<file path="src/rtl/pipe_ctrl.sv">
// pipe_ctrl: stall/flush sequencer for the 5-stage 16-bit pipeline.
// Ports: hazard/redirect/memory/halt status in; per-stage enables,
// flush/bubble controls, halted, mem_err and perf counters out.
module pipe_ctrl #(
    parameter int MEM_TIMEOUT  = 64,
    parameter int DRAIN_CYCLES = 3
) (
    input  logic        clk,
    input  logic        rst,
    input  logic [2:0]  id_rs,
    input  logic        id_rs_valid,
    input  logic [2:0]  id_rt,
    input  logic        id_rt_valid,
    input  logic        ex_memRead,
    input  logic [2:0]  ex_writereg,
    input  logic        ex_redirect,
    input  logic        mem_req,
    input  logic        mem_done,
    input  logic        halt_id,
    output logic        pc_en,
    output logic        ifid_en,
    output logic        ifid_flush,
    output logic        idex_en,
    output logic        idex_flush,
    output logic        exmem_en,
    output logic        memwb_bubble,
    output logic        halted,
    output logic        mem_err,
    output logic [15:0] stall_cnt,
    output logic [15:0] flush_cnt
);

    localparam int TW = $clog2(MEM_TIMEOUT + 1);
    localparam int DW = $clog2(DRAIN_CYCLES + 1);

    typedef enum logic [1:0] {
        RUN,
        DRAIN,
        HALTED
    } state_t;

    state_t        state;
    logic [TW-1:0] toCnt;
    logic [DW-1:0] drainCnt;

    logic memStall;
    logic loadUse;
    logic toHit;
    logic haltTake;
    logic redirTake;

    assign memStall = mem_req & ~mem_done;
    assign loadUse  = ex_memRead &
                      ((id_rs_valid & (id_rs == ex_writereg)) |
                       (id_rt_valid & (id_rt == ex_writereg)));

    // Fires on the cycle the wait reaches MEM_TIMEOUT consecutive cycles.
    assign toHit = memStall & (toCnt == TW'(MEM_TIMEOUT - 1));

    assign redirTake = (state == RUN) & ~memStall & ex_redirect;
    assign haltTake  = (state == RUN) & ~memStall & ~ex_redirect &
                       ~loadUse & halt_id;

    always_comb begin
        pc_en        = 1'b0;
        ifid_en      = 1'b0;
        ifid_flush   = 1'b0;
        idex_en      = 1'b0;
        idex_flush   = 1'b0;
        exmem_en     = 1'b0;
        memwb_bubble = 1'b0;
        unique case (state)
            RUN: begin
                if (memStall) begin
                    memwb_bubble = 1'b1;
                end else if (ex_redirect) begin
                    pc_en      = 1'b1;
                    ifid_en    = 1'b1;
                    ifid_flush = 1'b1;
                    idex_en    = 1'b1;
                    idex_flush = 1'b1;
                    exmem_en   = 1'b1;
                end else if (loadUse) begin
                    idex_en    = 1'b1;
                    idex_flush = 1'b1;
                    exmem_en   = 1'b1;
                end else if (halt_id) begin
                    idex_en  = 1'b1;
                    exmem_en = 1'b1;
                end else begin
                    pc_en    = 1'b1;
                    ifid_en  = 1'b1;
                    idex_en  = 1'b1;
                    exmem_en = 1'b1;
                end
            end
            DRAIN: begin
                // Redirects are ignored: nothing older than HALT is in EX.
                if (memStall) begin
                    memwb_bubble = 1'b1;
                end else begin
                    idex_en    = 1'b1;
                    idex_flush = 1'b1;
                    exmem_en   = 1'b1;
                end
            end
            HALTED: begin
                idex_flush   = 1'b1;
                memwb_bubble = 1'b1;
            end
            default: begin
                idex_flush   = 1'b1;
                memwb_bubble = 1'b1;
            end
        endcase
    end

    always_ff @(posedge clk or negedge rst) begin
        if (!rst) begin
            state     <= RUN;
            toCnt     <= '0;
            drainCnt  <= '0;
            halted    <= 1'b0;
            mem_err   <= 1'b0;
            stall_cnt <= '0;
            flush_cnt <= '0;
        end else begin
            if (!memStall) begin
                toCnt <= '0;
            end else if (toCnt != TW'(MEM_TIMEOUT)) begin
                toCnt <= toCnt + 1'b1;
            end

            if (!pc_en && state != HALTED && stall_cnt != 16'hFFFF) begin
                stall_cnt <= stall_cnt + 16'd1;
            end
            if (redirTake && flush_cnt != 16'hFFFF) begin
                flush_cnt <= flush_cnt + 16'd1;
            end

            if (toHit) begin
                mem_err <= 1'b1;
                state   <= HALTED;
                halted  <= 1'b1;
            end else begin
                unique case (state)
                    RUN: begin
                        if (haltTake) begin
                            state    <= DRAIN;
                            drainCnt <= DW'(DRAIN_CYCLES);
                        end
                    end
                    DRAIN: begin
                        if (!memStall) begin
                            drainCnt <= drainCnt - 1'b1;
                            if (drainCnt == DW'(1)) begin
                                state  <= HALTED;
                                halted <= 1'b1;
                            end
                        end
                    end
                    HALTED: begin
                        halted <= 1'b1;
                    end
                    default: begin
                        state  <= HALTED;
                        halted <= 1'b1;
                    end
                endcase
            end
        end
    end

endmodule

</file>
<file path="config.mk">
export PLATFORM = sky130hd
export DESIGN_NAME = pipe_ctrl
export DESIGN_NICKNAME = d
export VERILOG_FILES = /design/src/rtl/pipe_ctrl.sv
export SDC_FILE = /design/constraint.sdc
export NUM_CORES = 1
export LEC_CHECK = 0
export ABC_AREA = 1
export CAP_MARGIN = 20
export CORE_MARGIN = 2
export CORE_UTILIZATION = 30
export DETAILED_ROUTE_END_ITERATION = 7
export GPL_ROUTABILITY_DRIVEN = 0
export SYNTH_ARGS = -nofsm -noshare
export SYNTH_HDL_FRONTEND = slang
export SYNTH_SLANG_ARGS = --single-unit
</file>
<file path="constraint.sdc">
create_clock -name clk -period 4.3 [get_ports clk]
set_input_delay 1.075 -clock clk [delete_from_list [all_inputs] [get_ports clk]]
set_output_delay 1.075 -clock clk [all_outputs]
set_load 0.02 [all_outputs]
</file>
## After elaboration in Yosys (flattened, before gate mapping)

Index checks and enable logic that the tools add are counted.

- Add/subtract/negate cells: 4
- Equal/unequal tests: 18
- Mux-type cells: 30
- Bitwise gates (word level): 16
- Reduce and logical (&&, ||, !) cells: 10

Operators with widths:

| operator | count |
|---|---|
| 16-bit by 1-bit adder with 16-bit output, second input constant | 2 |
| 16-bit != test, second input constant | 2 |
| 1-bit 2-to-1 mux | 18 |
| 7-bit 2-to-1 mux | 2 |
| 2-bit 2-to-1 mux | 6 |
| 1-bit AND | 10 |
| 2-bit != test, second input constant | 5 |
| 3-bit != test, second input constant | 3 |
| 4-bit AND reduction | 2 |
| 7-bit by 1-bit adder with 7-bit output, second input constant | 1 |
| 7-bit by 6-bit equality test with 1-bit output, second input constant | 1 |
| 7-bit != test, second input constant | 1 |
| 3-bit equality test | 2 |
| 2-bit case mux with 3 select lines | 1 |
| 1-bit inverter | 5 |
| 2-bit by 1-bit equality test with 1-bit output, second input constant | 2 |
| 1-bit case mux with 2 select lines | 2 |
| 2-bit case mux with 2 select lines | 1 |
| 1-bit logical AND | 3 |
| 3-bit AND reduction | 1 |
| 2-bit equality test, second input constant | 1 |
| 2-bit zero test | 1 |
| 2-bit by 1-bit != test with 1-bit output, second input constant | 1 |
| 2-bit nonzero test | 1 |
| 4 further kinds | 4 |

- Register bits: 45
- Input bits: 18
- Output and inout bits: 41
- Word-level logic and storage cells: 85

## Longest topological paths before layout

Gate-level depths: netlist (run 1).

- Word-level depth: 11
- Gate-level depth with buffers: 12
- Mapped depth without buffers: 12

## Worst setup path before layout (run 1)

Ideal clock, no wire load.

- Kind: input-to-output
- From: in mem_req
- To: out pc_en
- Arrival: 2.308 ns
- Required time: 3.225 ns
- Slack: 0.917 ns
- Stages on the path: 9
- Buffers on the path: 2
- Cell sequence: inv_1 > nor2_4 > inv_2 > nand2_1 > nor2_2 > inv_2 > buf_2 > nand2_1 > buf_4

- Cells in the longest elaborated chain, start to end: 3

Ends and longest elaborated chain:

| element | RTL line | text |
|---|---|---|
| from (decl) | 17 | `input logic mem_req,` |
| 1-bit AND | 52 | `assign memStall = mem_req & ~mem_done;` |
| 1-bit 2-to-1 mux (2 in series) | -- |  |
| to (decl) | 20 | `output logic pc_en,` |

Every way passes these cells.

## Worst setup path after layout (run 1)

- From: in mem_done
- To: out ifid_en

- Cells in the longest elaborated chain, start to end: 4

Ends and longest elaborated chain:

| element | RTL line | text |
|---|---|---|
| from (decl) | 18 | `input logic mem_done,` |
| 1-bit inverter | 52 |  |
| 1-bit AND | 52 |  |
| 1-bit 2-to-1 mux | 74 | `if (memStall) begin` |
| 1-bit 2-to-1 mux | 72 | `unique case (state)` |
| to (decl) | 21 | `output logic ifid_en,` |

Every way passes these cells.

==> results of run 1 <==
sequential cells by signal, indices dropped and copies added (netlist names):
signal,cells
halted,1
toCnt,7
drainCnt,2
state,2
stall_cnt,16
flush_cnt,16
mem_err,1
power groups by stage:
| stage | Sequential [W] | Combinational [W] | Clock [W] |
|---|---|---|---|
| 2_1_floorplan | 0.000605 | 0.000268 | 0 |
| 3_3_place_gp | 0.000566 | 0.000488 | 0 |
| 3_5_place_dp | 0.000566 | 0.000500 | 0 |
| 4_1_cts | 0.000560 | 0.000500 | 0.000287 |
| 5_1_grt | 0.000572 | 0.000551 | 0.000312 |
| 6_report | 0.000561 | 0.000494 | 0.000273 |
routing by layer:
| layer | share of wire | vias up | GRT usage |
|---|---|---|---|
| met3 | 0.038 | 4 | 0.0295 |
| met5 | 0 | - | 0 |
| met4 | 0.0043 | 0 | 0.0295 |
| met2 | 0.49 | 42 | 0.226 |
| li1 | - | 1287 | - |
| met1 | 0.47 | 1155 | 0.182 |
worst min path at each step:
stage | from | end | slack (ps) | depth (start not counted)
floorplan | drainCnt[1] | drainCnt[1] | 440 | 2
global placement | drainCnt[1] | drainCnt[1] | 460 | 2
detailed placement | mem_err | mem_err | 460 | 2
CTS | mem_err | mem_err | 490 | 2
global route | drainCnt[1] | drainCnt[1] | 530 | 2
finish | mem_err | mem_err | 480 | 2
tightest hold or removal path: stages (launching register included):
cell	delay [ps]
sky130_fd_sc_hd__dfrtp_1	360
sky130_fd_sc_hd__inv_1	40
sky130_fd_sc_hd__nand2_1	50
layout by cell type (no fill, tap or decap), types with 3 or more instances in the layout:
cell type / synthesis / final
sky130_fd_sc_hd__dfrtp_1: 45 / 45
sky130_fd_sc_hd__nand2_1: 115 / 115
sky130_fd_sc_hd__a21oi_1: 7 / 7
sky130_fd_sc_hd__nor3b_1: 3 / 3
sky130_fd_sc_hd__clkbuf_8: 0 / 5
sky130_fd_sc_hd__xnor2_1: 10 / 10
sky130_fd_sc_hd__inv_1: 43 / 43
sky130_fd_sc_hd__nand4_1: 20 / 20
sky130_fd_sc_hd__nor3_1: 10 / 10
sky130_fd_sc_hd__ha_1: 5 / 5
sky130_fd_sc_hd__nand3_1: 20 / 20
sky130_fd_sc_hd__nor2_1: 35 / 35
sky130_fd_sc_hd__inv_2: 3 / 3
sky130_fd_sc_hd__xor2_1: 17 / 17
sky130_fd_sc_hd__clkdlybuf4s50_1: 0 / 57
sky130_fd_sc_hd__o21ai_0: 7 / 7
kinds of logic after synthesis:
logic type | count (synthesis)
XOR/XNOR | 27
adder cells (fa/ha/maj) | 5
flip-flops | 45
AO/OA/AOI/OAI | 17
buffers and inverters | 54
AND/OR/NAND/NOR | 217
cell type report:
cell class,count,area (um^2),area share
Timing Repair Buffer,61,611,0.173
Tap cell,108,135,0.0384
Inverter,47,176,0.0501
Multi-Input combinational cell,266,1380,0.393
Sequential cell,45,1130,0.320
Clock buffer,5,68.8,0.0195
Clock inverter,3,21.3,0.00604
through the flow:
step           total power (W)  utilization  worst slack (ps)  cell area, um^2  hold slack, ps
2_1_floorplan         0.000874            -               917             2740             442
3_3_place_gp           0.00105        0.387               421             3410             457
3_5_place_dp           0.00107        0.387               392             3410             458
4_1_cts                0.00135        0.398               389             3500             488
5_1_grt                0.00144        0.400               229             3520             528
6_report               0.00133        0.400               422             3520             478
==> results summary, run 1 <==
After technology mapping, the gate count stands at 365. The async set or reset register ratio after synthesis came out at 1.00. The detailed-router iteration count before antenna repair is 5.

The kind of start point of the critical path is an input pin. The net switching component of the power came out at 0.000521 W. The run finished with clean final reports. For this run, the leading register cell type out of synthesis is sky130_fd_sc_hd__dfrtp_1. The clock network fraction of total power is 0.205. In this run, placement finished with an instance count of between 500 and 600.

The number of input and output port buffers inserted came out at between 50 and 60. The post-route fraction of the period consumed by the critical path came out at 0.902. The effective utilization at floorplan is 0.311.

The number of global-route vias before repair came out at 2384. The length in cells of the worst reg-to-reg path came out at 8. The per-cell routed wire length came out at 11.9 um.

The signal on the critical path passes through clkdlybuf4s50_1, nor2_4, inv_2, nand2_1, nor2_2, inv_2, nand2_1, clkdlybuf4s50_1. The TritonCTS clock tree is done. After clock tree synthesis, the flow added hold-fix buffers numbering 0. The final standard cell count with taps included and fillers excluded came out at approximately 540. The post-synthesis cell area came out at 2740 um^2.

The worst endpoint required time came out at roughly 3200 ps. The highest fanout seen on the critical path came out at 8. The largest net degree at the start of global routing came out at 46.

At the worst endpoint, the arrival time is roughly 2800 ps. The filler cell count came out at 897. The synthesized net count came out at 388. In this run, distinct cell masters in the synthesized netlist total 33. The xor and xnor fraction of the mapped netlist area is 0.0862. The register-to-register setup slack is 2150 ps. The count of vias placed by the detailed router came out at 2488.

STA classifies the critical path endpoint as an output port. The total number of cells along the worst setup path is 8. The number of antenna violations at the first check in global routing came out at 0. The tree is rooted in a sky130_fd_sc_hd__clkbuf_8. Summed over all instances, the cell type with the most area after synthesis is sky130_fd_sc_hd__dfrtp_1. The number of register bits inferred by synthesis came out at 45. The HPWL reported at the end of detailed placement came out at 4.77 mm. The number of buffers created by CTS came out at 5. The number of buffer and inverter stages on the critical path came out at 4.

The remaining max-slew budget at the tightest pin came out at 0.660. The tightest min-delay check is of the reg -> reg type. The y dimension of the die came out at 99.6 um. The H-tree was split into 2 levels. Clock skew on the completed layout was measured at roughly 12 ps.

The number of nets at the end of the flow is 449. The antenna diode instance count is 0. The internal power consumption is 0.000806 W. The launching point of the worst reg2reg path is flush_cnt[0]. The critical path's largest stage delay came out at 610 ps. The total DRC errors in the routed layout came out at 0. Ranked by total cell area, the synthesized netlist is headed by sky130_fd_sc_hd__dfrtp_1, sky130_fd_sc_hd__nand2_1, sky130_fd_sc_hd__inv_1, sky130_fd_sc_hd__xor2_1, sky130_fd_sc_hd__nor2_1. The maximum buffer depth of the clock tree is 2.

The analysis attributes to cell leakage a power of 1.61 nW. Using the TritonRoute via totals, the vias-per-cell ratio works out to about 4.7. The total I/O pin count came out at 59. The commonest cells after synthesis are sky130_fd_sc_hd__nand2_1, sky130_fd_sc_hd__dfrtp_1, sky130_fd_sc_hd__inv_1, sky130_fd_sc_hd__nor2_1.

The power share of the sequential group came out at 0.422. The worst-case IR drop observed on VDD is 0.225 mV. The core region is 8810 um^2. The number of pins exceeding their max-slew limit in the final report came out at 0.

Tracing the worst setup path back leads to its startpoint at mem_done. Yosys printed 0 warnings. The sink count of the clock tree came out at 45.

Of the total power, the share spent switching nets is 0.393. The total count of hold-check failures in the final report came out at 0. In this run, the number of DRC markers left after iteration 0 of detailed routing was 89. The power per cell area came out at between 300 and 400 nW/um^2. The number of enable-type register cells in the synthesized netlist is 0. The accumulated negative setup slack is 0 ps.

The worst register-to-register path ends at flush_cnt[5]. For this design, the slowest cell found on the critical path is sky130_fd_sc_hd__clkdlybuf4s50_1. The clock slew seen by the registers of the worst setup and hold paths came out at 90 ps. The most critical setup path has its endpoint at ifid_en.

The post-synthesis sequential area ratio came out at 0.411. At the later pin of the worst-skew pair, clock insertion delay measures 310 ps. The share of synthesized area in the top cell type comes to 0.411. The number of maximum-capacitance constraint violations is 0.

Of the cells placed in the final design, the portion with a size suffix greater than 1 is 0.0585. The share of the synthesized area in compound gates (AO/OA/AOI/OAI) came to 0.0333. The dominant cell by count in the synthesized netlist is sky130_fd_sc_hd__nand2_1. Relative to the synthesized area, the layout overhead comes to 28.4%.

The final critical path time including I/O delays and setup is 3880 ps. The floorplan has 34 rows. By area, the combinational part of the netlist is dominated by simple AND/OR/NAND/NOR gates.

Derived from the worst setup path, the maximum achievable clock frequency is approximately 0.26 GHz. The x dimension of the die came out at about 100 um. The aggregate global-route resource usage is 0.136. Setup violations remaining at the end of the flow were counted as 0.

The basic-gate share of the synthesized area counting and, or, nand and nor cells is 0.362. The critical path start-end classification is in -> out. The power share of the combinational group is 0.372. Once detail routing completed, the nets flagged for antenna violations numbered 0.

The kind of cell adding the most delay to the critical path is buffers and inverters. The total of cells resized after clock tree synthesis is 0. The mean post-synth cell area is 7.51 um^2. The area of the die is between 9000 and 10000 um^2. The adder and majority gate portion of the synthesized area is 0.0228.

The post-CTS setup repair buffer count is 0. The measured slew at the worst slew-check pin is just over 500 ps. The total global routing overflow came out at 0.

After synthesis, the share of cell area in mux cells is 0. Setup repair after global routing left no endpoint under its margin. The routed design has about 6.3 mm of wire. The global-route wire length before repair is 11.2 mm.
(Power assumes the default switching activity.)
==> run 2, diff against run 1 <==
--- a/config.mk
+++ b/config.mk
@@ -11,6 +11,7 @@
 export CORE_UTILIZATION = 30
 export DETAILED_ROUTE_END_ITERATION = 7
 export GPL_ROUTABILITY_DRIVEN = 0
+export RECOVER_POWER = 25
 export SYNTH_ARGS = -nofsm -noshare
 export SYNTH_HDL_FRONTEND = slang
 export SYNTH_SLANG_ARGS = --single-unit
==> run 2 against run 1 <==
The run now ends with capacitance limit, slew limit left. Non-clock buffer count unchanged. Total power decreased by 0.16%. Critical path depth unchanged. Sequential cell count unchanged. Via count about the same. Hold slack unchanged. Highest routed layer unchanged.
==> results summary, run 2 (synthesis results as in run 1) <==
The remaining max-slew budget at the tightest pin is -0.296 (-0.955). The leakage component of the power came out at 1.60 nW (-0.68%). The final critical path time including I/O delays and setup is 3880 ps (unchanged). The net switching component of the power came out at 0.000521 W (about the same). The core box area is 8810 um^2 (unchanged). The power share of the combinational group is 0.371 (about the same). The multi-input combinational cell area was 1380 um^2 (unchanged). The antenna diode instance count came out at 0 (unchanged). The number of setup violations in the final report is 0 (unchanged). The number of input and output port buffers inserted came out at 58 (unchanged). The effective utilization at floorplan is 0.311 (unchanged). The post-route fraction of the period consumed by the critical path came to 0.902 (unchanged). The filler cell count was 901 (+0.45%). The final reports fail on capacitance limit, slew limit. The fraction of layout cells with a size suffix above 1 came to 0.0539 (-0.00468).

The accumulated negative setup slack came out at 0 ps (unchanged). The worst hold path cell count came out at 2 (unchanged). The length in cells of the worst reg-to-reg path is 8 (unchanged). The number of antenna violations at the first check in global routing came out at 0 (unchanged). The clock skew is 11.6 ps (unchanged). The H-tree depth came to 2 (unchanged). The measured slew at the worst slew-check pin came out at 1940 ps (+1430 ps).

The internal power consumption was 0.000804 W (-0.23%). The detailed-router iteration count before antenna repair came out at 5 (unchanged). The number of DRC markers after the initial detailed-route iteration is 89 (unchanged). The clock latency on the worst-skew pair is 310 ps (about the same). The tree is rooted in a sky130_fd_sc_hd__clkbuf_8. The worst setup path is captured at an output port. By startpoint and endpoint, the worst setup path is classified as in -> out.

The area used by sequential logic in the layout is 1130 um^2 (unchanged). The total count of hold-check failures in the final report is 0 (unchanged). The number of global-route vias before repair is 2384 (unchanged). The total of cells resized after clock tree synthesis came to 0 (unchanged). The highest fanout seen on the critical path came out at 8 (unchanged). The min-delay analysis places its worst path in the category reg -> reg. The number of buffers added to fix hold violations after cts came to 0 (unchanged). The library cells used most frequently in the layout, excluding fill and tap cells, are sky130_fd_sc_hd__nand2_1, sky130_fd_sc_hd__clkdlybuf4s50_1, sky130_fd_sc_hd__dfrtp_1. The site row count came out at 34 (unchanged).

The total I/O pin count is 59 (unchanged). The overall power after layout came to 0.00133 W (-0.16%). The sink count of the clock tree came out at 45 (unchanged). The aggregate global-route resource usage came to 0.136 (unchanged). The area of the die is 9920 um^2 (unchanged). Compared with the post-synthesis result, the final layout area differs by 27.8%. The x dimension of the die is 99.6 um (unchanged). The count of nets left with antenna violations after detail routing was 0 (unchanged). The HPWL reported at the end of detailed placement came out at 4.77 mm (unchanged). The largest registers in the layout are flush_cnt x16, stall_cnt x16, toCnt x7.

The most common cell after layout, fill and taps aside is sky130_fd_sc_hd__nand2_1. TritonCTS built the clock tree. The global-route wire length before repair is 11.2 mm (unchanged). The mean number of vias per cell is 4.65 (about the same).

The number of pins exceeding their max-slew limit in the final report is 37 (+37). The post-CTS setup repair buffer count came out at 0 (unchanged). STA classifies the critical path startpoint as an input pin. The count of vias placed by the detailed router is 2486 (-0.080%). The total DRC errors in the routed layout is 0 (unchanged). The maximum frequency from static timing analysis was 0.258 GHz (unchanged). The maximum buffer depth of the clock tree is 2 (unchanged). The number of nets at the end of the flow is 449 (unchanged). The number of buffers created by CTS came out at 5 (unchanged). The total global routing overflow is 0 (unchanged). The flow ran to the end, but the final reports show violations. The share of total power consumed by net switching came out at 0.393 (+0.000429). The clock slew seen by the registers of the worst setup and hold paths is 90 ps (about the same). The y dimension of the die is 99.6 um (unchanged). The maximum resistive drop on vdd is 0.225 mV (about the same).

The worst endpoint required time came out at 3220 ps (about the same). The power share of the sequential group is 0.423 (about the same). The clock network fraction of total power came out at 0.206 (about the same). The per-cell routed wire length came to 11.8 um (about the same). Setup repair after global routing left no endpoint under its margin. The largest net degree at the start of global routing is 46 (unchanged). The data arrival time at the worst-slack endpoint was 2800 ps (about the same). The number of maximum-capacitance constraint violations came out at 1 (+1). The power per cell area came out at 378 nW/um^2 (+0.34%). The overall routed net length is 6.34 mm (about the same).
[run 2: path summary, 6_finish.rpt]
kind	to	startpoint	slack (ps)
max reg2reg	flush_cnt[5]	flush_cnt[0]	2150
max in group asynchronous	flush_cnt[3]	rst	1410
min	mem_err	mem_err	480
min in group asynchronous	stall_cnt[2]	rst	710
min reg2reg	mem_err	mem_err	480
max	ifid_en	mem_done	420
[run 2: routing by layer]
layer  global-route usage  vias up  routed length [um]
met4               0.0295        0                  27
met1                0.182     1153                2980
met2                0.226       42                3090
met3               0.0295        4                 239
met5                    0        -                   0
li1                     -     1287                   -
[run 2: layout make-up]
| cell class | instances | area share |
|---|---|---|
| tap | 108 | 0.0386 |
| timing repair buffer | 61 | 0.169 |
| inverter | 47 | 0.0503 |
| clock buffer | 5 | 0.0196 |
| clock inverter | 3 | 0.00607 |
| multi-input combinational | 266 | 0.395 |
| sequential | 45 | 0.321 |
[run 2: stage by stage]
step	hold WS, ps	setup slack (ps)	util	cells	area (um^2)
final	478	422	0.398	535	3500
after global routing	528	229	0.398	535	3500
after CTS	488	389	0.398	534	3500
after detailed placement	458	392	0.387	526	3410
after global placement	457	421	0.387	526	3410
after floorplan	442	917	-	365	2740
[run 2: power groups by stage]
stage	sequential, W	combinational [W]	clock [W]
global route	0.000572	0.000549	0.000312
CTS	0.000560	0.000500	0.000287
finish	0.000561	0.000492	0.000273
floorplan	0.000605	0.000268	0
global placement	0.000566	0.000488	0
detailed placement	0.000566	0.000500	0
[run 2: worst max-delay path, stage by stage]
cell                              delay, ps
sky130_fd_sc_hd__clkdlybuf4s50_1        500
sky130_fd_sc_hd__nor2_4                  70
sky130_fd_sc_hd__inv_2                  120
sky130_fd_sc_hd__nand2_1                 90
sky130_fd_sc_hd__nor2_2                 190
sky130_fd_sc_hd__inv_2                   60
sky130_fd_sc_hd__nand2_1                 90
sky130_fd_sc_hd__clkdlybuf4s50_1        610
==> run 3, diff against run 2 <==
--- a/config.mk
+++ b/config.mk
@@ -9,6 +9,7 @@
 export CAP_MARGIN = 20
 export CORE_MARGIN = 2
 export CORE_UTILIZATION = 30
+export CTS_BUF_LIST = sky130_fd_sc_hd__clkbuf_16
 export DETAILED_ROUTE_END_ITERATION = 7
 export GPL_ROUTABILITY_DRIVEN = 0
 export RECOVER_POWER = 25
==> run 3 against run 2 <==
The run still ends with capacitance limit, slew limit left. Sequential cell count unchanged. Design area grew 1.6%. Via count hardly changed. Critical path depth unchanged. Routed wire length increased by 0.79%. Largest cell class unchanged.
==> results summary, run 3 (synthesis results as in run 1) <==
The run finished, with violations left. The checks that failed: capacitance limit, slew limit. The total global routing overflow is 0 (unchanged). The HPWL reported at the end of detailed placement came out at 4.77 mm (unchanged). The measured slew at the worst slew-check pin is 1960 ps (+18.5 ps). The TritonCTS clock tree is done. The post-route fraction of the period consumed by the critical path came out at 0.902 (about the same). The antenna diode instance count is 0 (unchanged). The worst min-delay path class is reg -> reg. The placement-stage worst setup slack came out at 392 ps (unchanged). The post-route worst hold slack is 472 ps (-5.54 ps). In the final layout, the registers with the most flip-flops are flush_cnt x16, stall_cnt x16, toCnt x7. The overall routed net length is 6.39 mm (+0.79%).

The number of nets at the end of the flow is 449 (unchanged). The per-cell routed wire length came out at 11.9 um (+0.79%). Setup repair after global routing left no endpoint under its margin. The number of maximum-capacitance constraint violations came out at 1 (unchanged). The maximum resistive drop on vdd came out at 0.235 mV (+4.4%). The clock slew seen by the registers of the worst setup and hold paths came out at 70 ps (-20 ps). The critical path goes through clkdlybuf4s50_1, nor2_4, inv_2, nand2_1, nor2_2, inv_2, nand2_1, clkdlybuf4s50_1.

The leakage component of the power is 1.62 nW (+1.6%). The x dimension of the die was 99.6 um (unchanged). The area growth from synthesis to layout is 29.8%.

The worst endpoint required time was 3220 ps (about the same). The sink count of the clock tree came out at 45 (unchanged). The final worst slack is 423 ps (+1.64 ps). The y dimension of the die is 99.6 um (unchanged). The maximum buffer depth of the clock tree is 2 (unchanged). The final critical path time including I/O delays and setup is 3880 ps (-1.64 ps).

The number of antenna violations at the first check in global routing came out at 0 (unchanged). The worst setup path is launched from an input pin. The mean number of vias per cell was 4.65 (about the same). The number of global-route vias before repair is 2396 (+0.50%). The site row count is 34 (unchanged).

The highest fanout seen on the critical path came out at 8 (unchanged). The count of nets left with antenna violations after detail routing is 0 (unchanged). The number of DRC markers after the initial detailed-route iteration came out at 107 (+20%). The total count of hold-check failures in the final report came out at 0 (unchanged). The total I/O pin count is 59 (unchanged).

In the layout the commonest cells are sky130_fd_sc_hd__nand2_1, sky130_fd_sc_hd__clkdlybuf4s50_1, sky130_fd_sc_hd__dfrtp_1. The number of pins exceeding their max-slew limit in the final report came out at 37 (unchanged). The total DRC errors in the routed layout is 0 (unchanged). The data arrival time at the worst-slack endpoint is 2800 ps (about the same). The core box area is 8810 um^2 (unchanged). The critical path is of the in -> out type. The number of buffers created by CTS came out at 5 (unchanged). The effective utilization at floorplan came out at 0.311 (unchanged).

The largest net degree at the start of global routing came out at 46 (unchanged). The worst hold path cell count came out at 2 (unchanged). The post-CTS setup repair buffer count is 0 (unchanged). The H-tree depth is 2 (unchanged).

The detailed-router iteration count before antenna repair is 4 (-1). The critical path's largest stage delay came out at 610 ps (about the same). The area of the die was 9920 um^2 (unchanged). The aggregate global-route resource usage came to 0.137 (+0.00103). The fraction of layout cells with a size suffix above 1 came to 0.0539 (unchanged). The power per cell area came out at 405 nW/um^2 (+7.1%).

The number of setup violations in the final report is 0 (unchanged). The remaining max-slew budget at the tightest pin came out at -0.308 (-0.0123). The final standard cell count with taps included and fillers excluded came out at 535 (unchanged). The accumulated negative setup slack came out at 0 ps (unchanged). The clock latency on the worst-skew pair is 290 ps (-20 ps). The count of vias placed by the detailed router is 2488 (+0.080%). The global-route wire length before repair came out at 11.2 mm (+0.38%).

The total placed cells including tap cells was 526 (unchanged). Leaving out fill and tap cells, the most frequent cell in the layout is sky130_fd_sc_hd__nand2_1. The total of cells resized after clock tree synthesis was 0 (unchanged). The largest individual stage delay along the critical path comes from the cell sky130_fd_sc_hd__clkdlybuf4s50_1.

The cell sitting at the root of the clock tree is a sky130_fd_sc_hd__clkbuf_16. The length in cells of the worst reg-to-reg path came out at 8 (unchanged). The number of input and output port buffers inserted came out at 58 (unchanged). The number of buffers added to fix hold violations after cts was 0 (unchanged). The maximum frequency from static timing analysis is 0.258 GHz (about the same). The worst setup path is captured at an output port. The clock skew came to 5.81 ps (-5.80 ps).
## run 3: cell count changes in the layout (fill, tap and decap cells not counted)
cell and delta:
sky130_fd_sc_hd__clkbuf_8 -5, sky130_fd_sc_hd__clkbuf_16 +5
## run 3: metal layers
layer / track usage / vias to the layer above / routed length (um)
li1: - / 1284 / -
met1: 0.181 / 1162 / 3010
met3: 0.0295 / 4 / 237
met2: 0.230 / 38 / 3120
met5: 0 / - / 0
met4: 0.0337 / 0 / 23
## run 3: worst max-delay path: cells and delay by family
family        cells  cell delay (ps)
buf+inv           4             1290
simple gates      4              440
## run 3: final timing paths
path	startpoint	endpoint	slack, ps
max in group asynchronous	rst	stall_cnt[14]	1370
max reg2reg	flush_cnt[0]	flush_cnt[5]	2140
max	mem_done	ifid_en	420
min reg2reg	mem_err	mem_err	470
min	mem_err	mem_err	470
min in group asynchronous	rst	stall_cnt[2]	730
## run 3: area by class of cell
cell class,instances,area (um^2)
tap,108,135
fill,897,5250
multi-input combinational,266,1380
timing repair buffer,61,593
inverter,47,176
sequential,45,1130
clock inverter,3,21.3
clock buffer,5,125
## run 3: through the flow
| step | total power, W | util | area [um^2] |
|---|---|---|---|
| after floorplan | 0.000874 | - | 2740 |
| after CTS | 0.00146 | 0.404 | 3560 |
| after detailed placement | 0.00107 | 0.387 | 3410 |
| after global routing | 0.00155 | 0.404 | 3560 |
| after global placement | 0.00105 | 0.387 | 3410 |
| final | 0.00144 | 0.404 | 3560 |
## run 3: power breakdown
| part | total (W) | switching, W | internal, W |
|---|---|---|---|
| Clock | 0.000388 | 0.000171 | 0.000217 |
| Combinational | 0.000493 | 0.000288 | 0.000205 |
| Sequential | 0.000561 | 0.0000769 | 0.000484 |
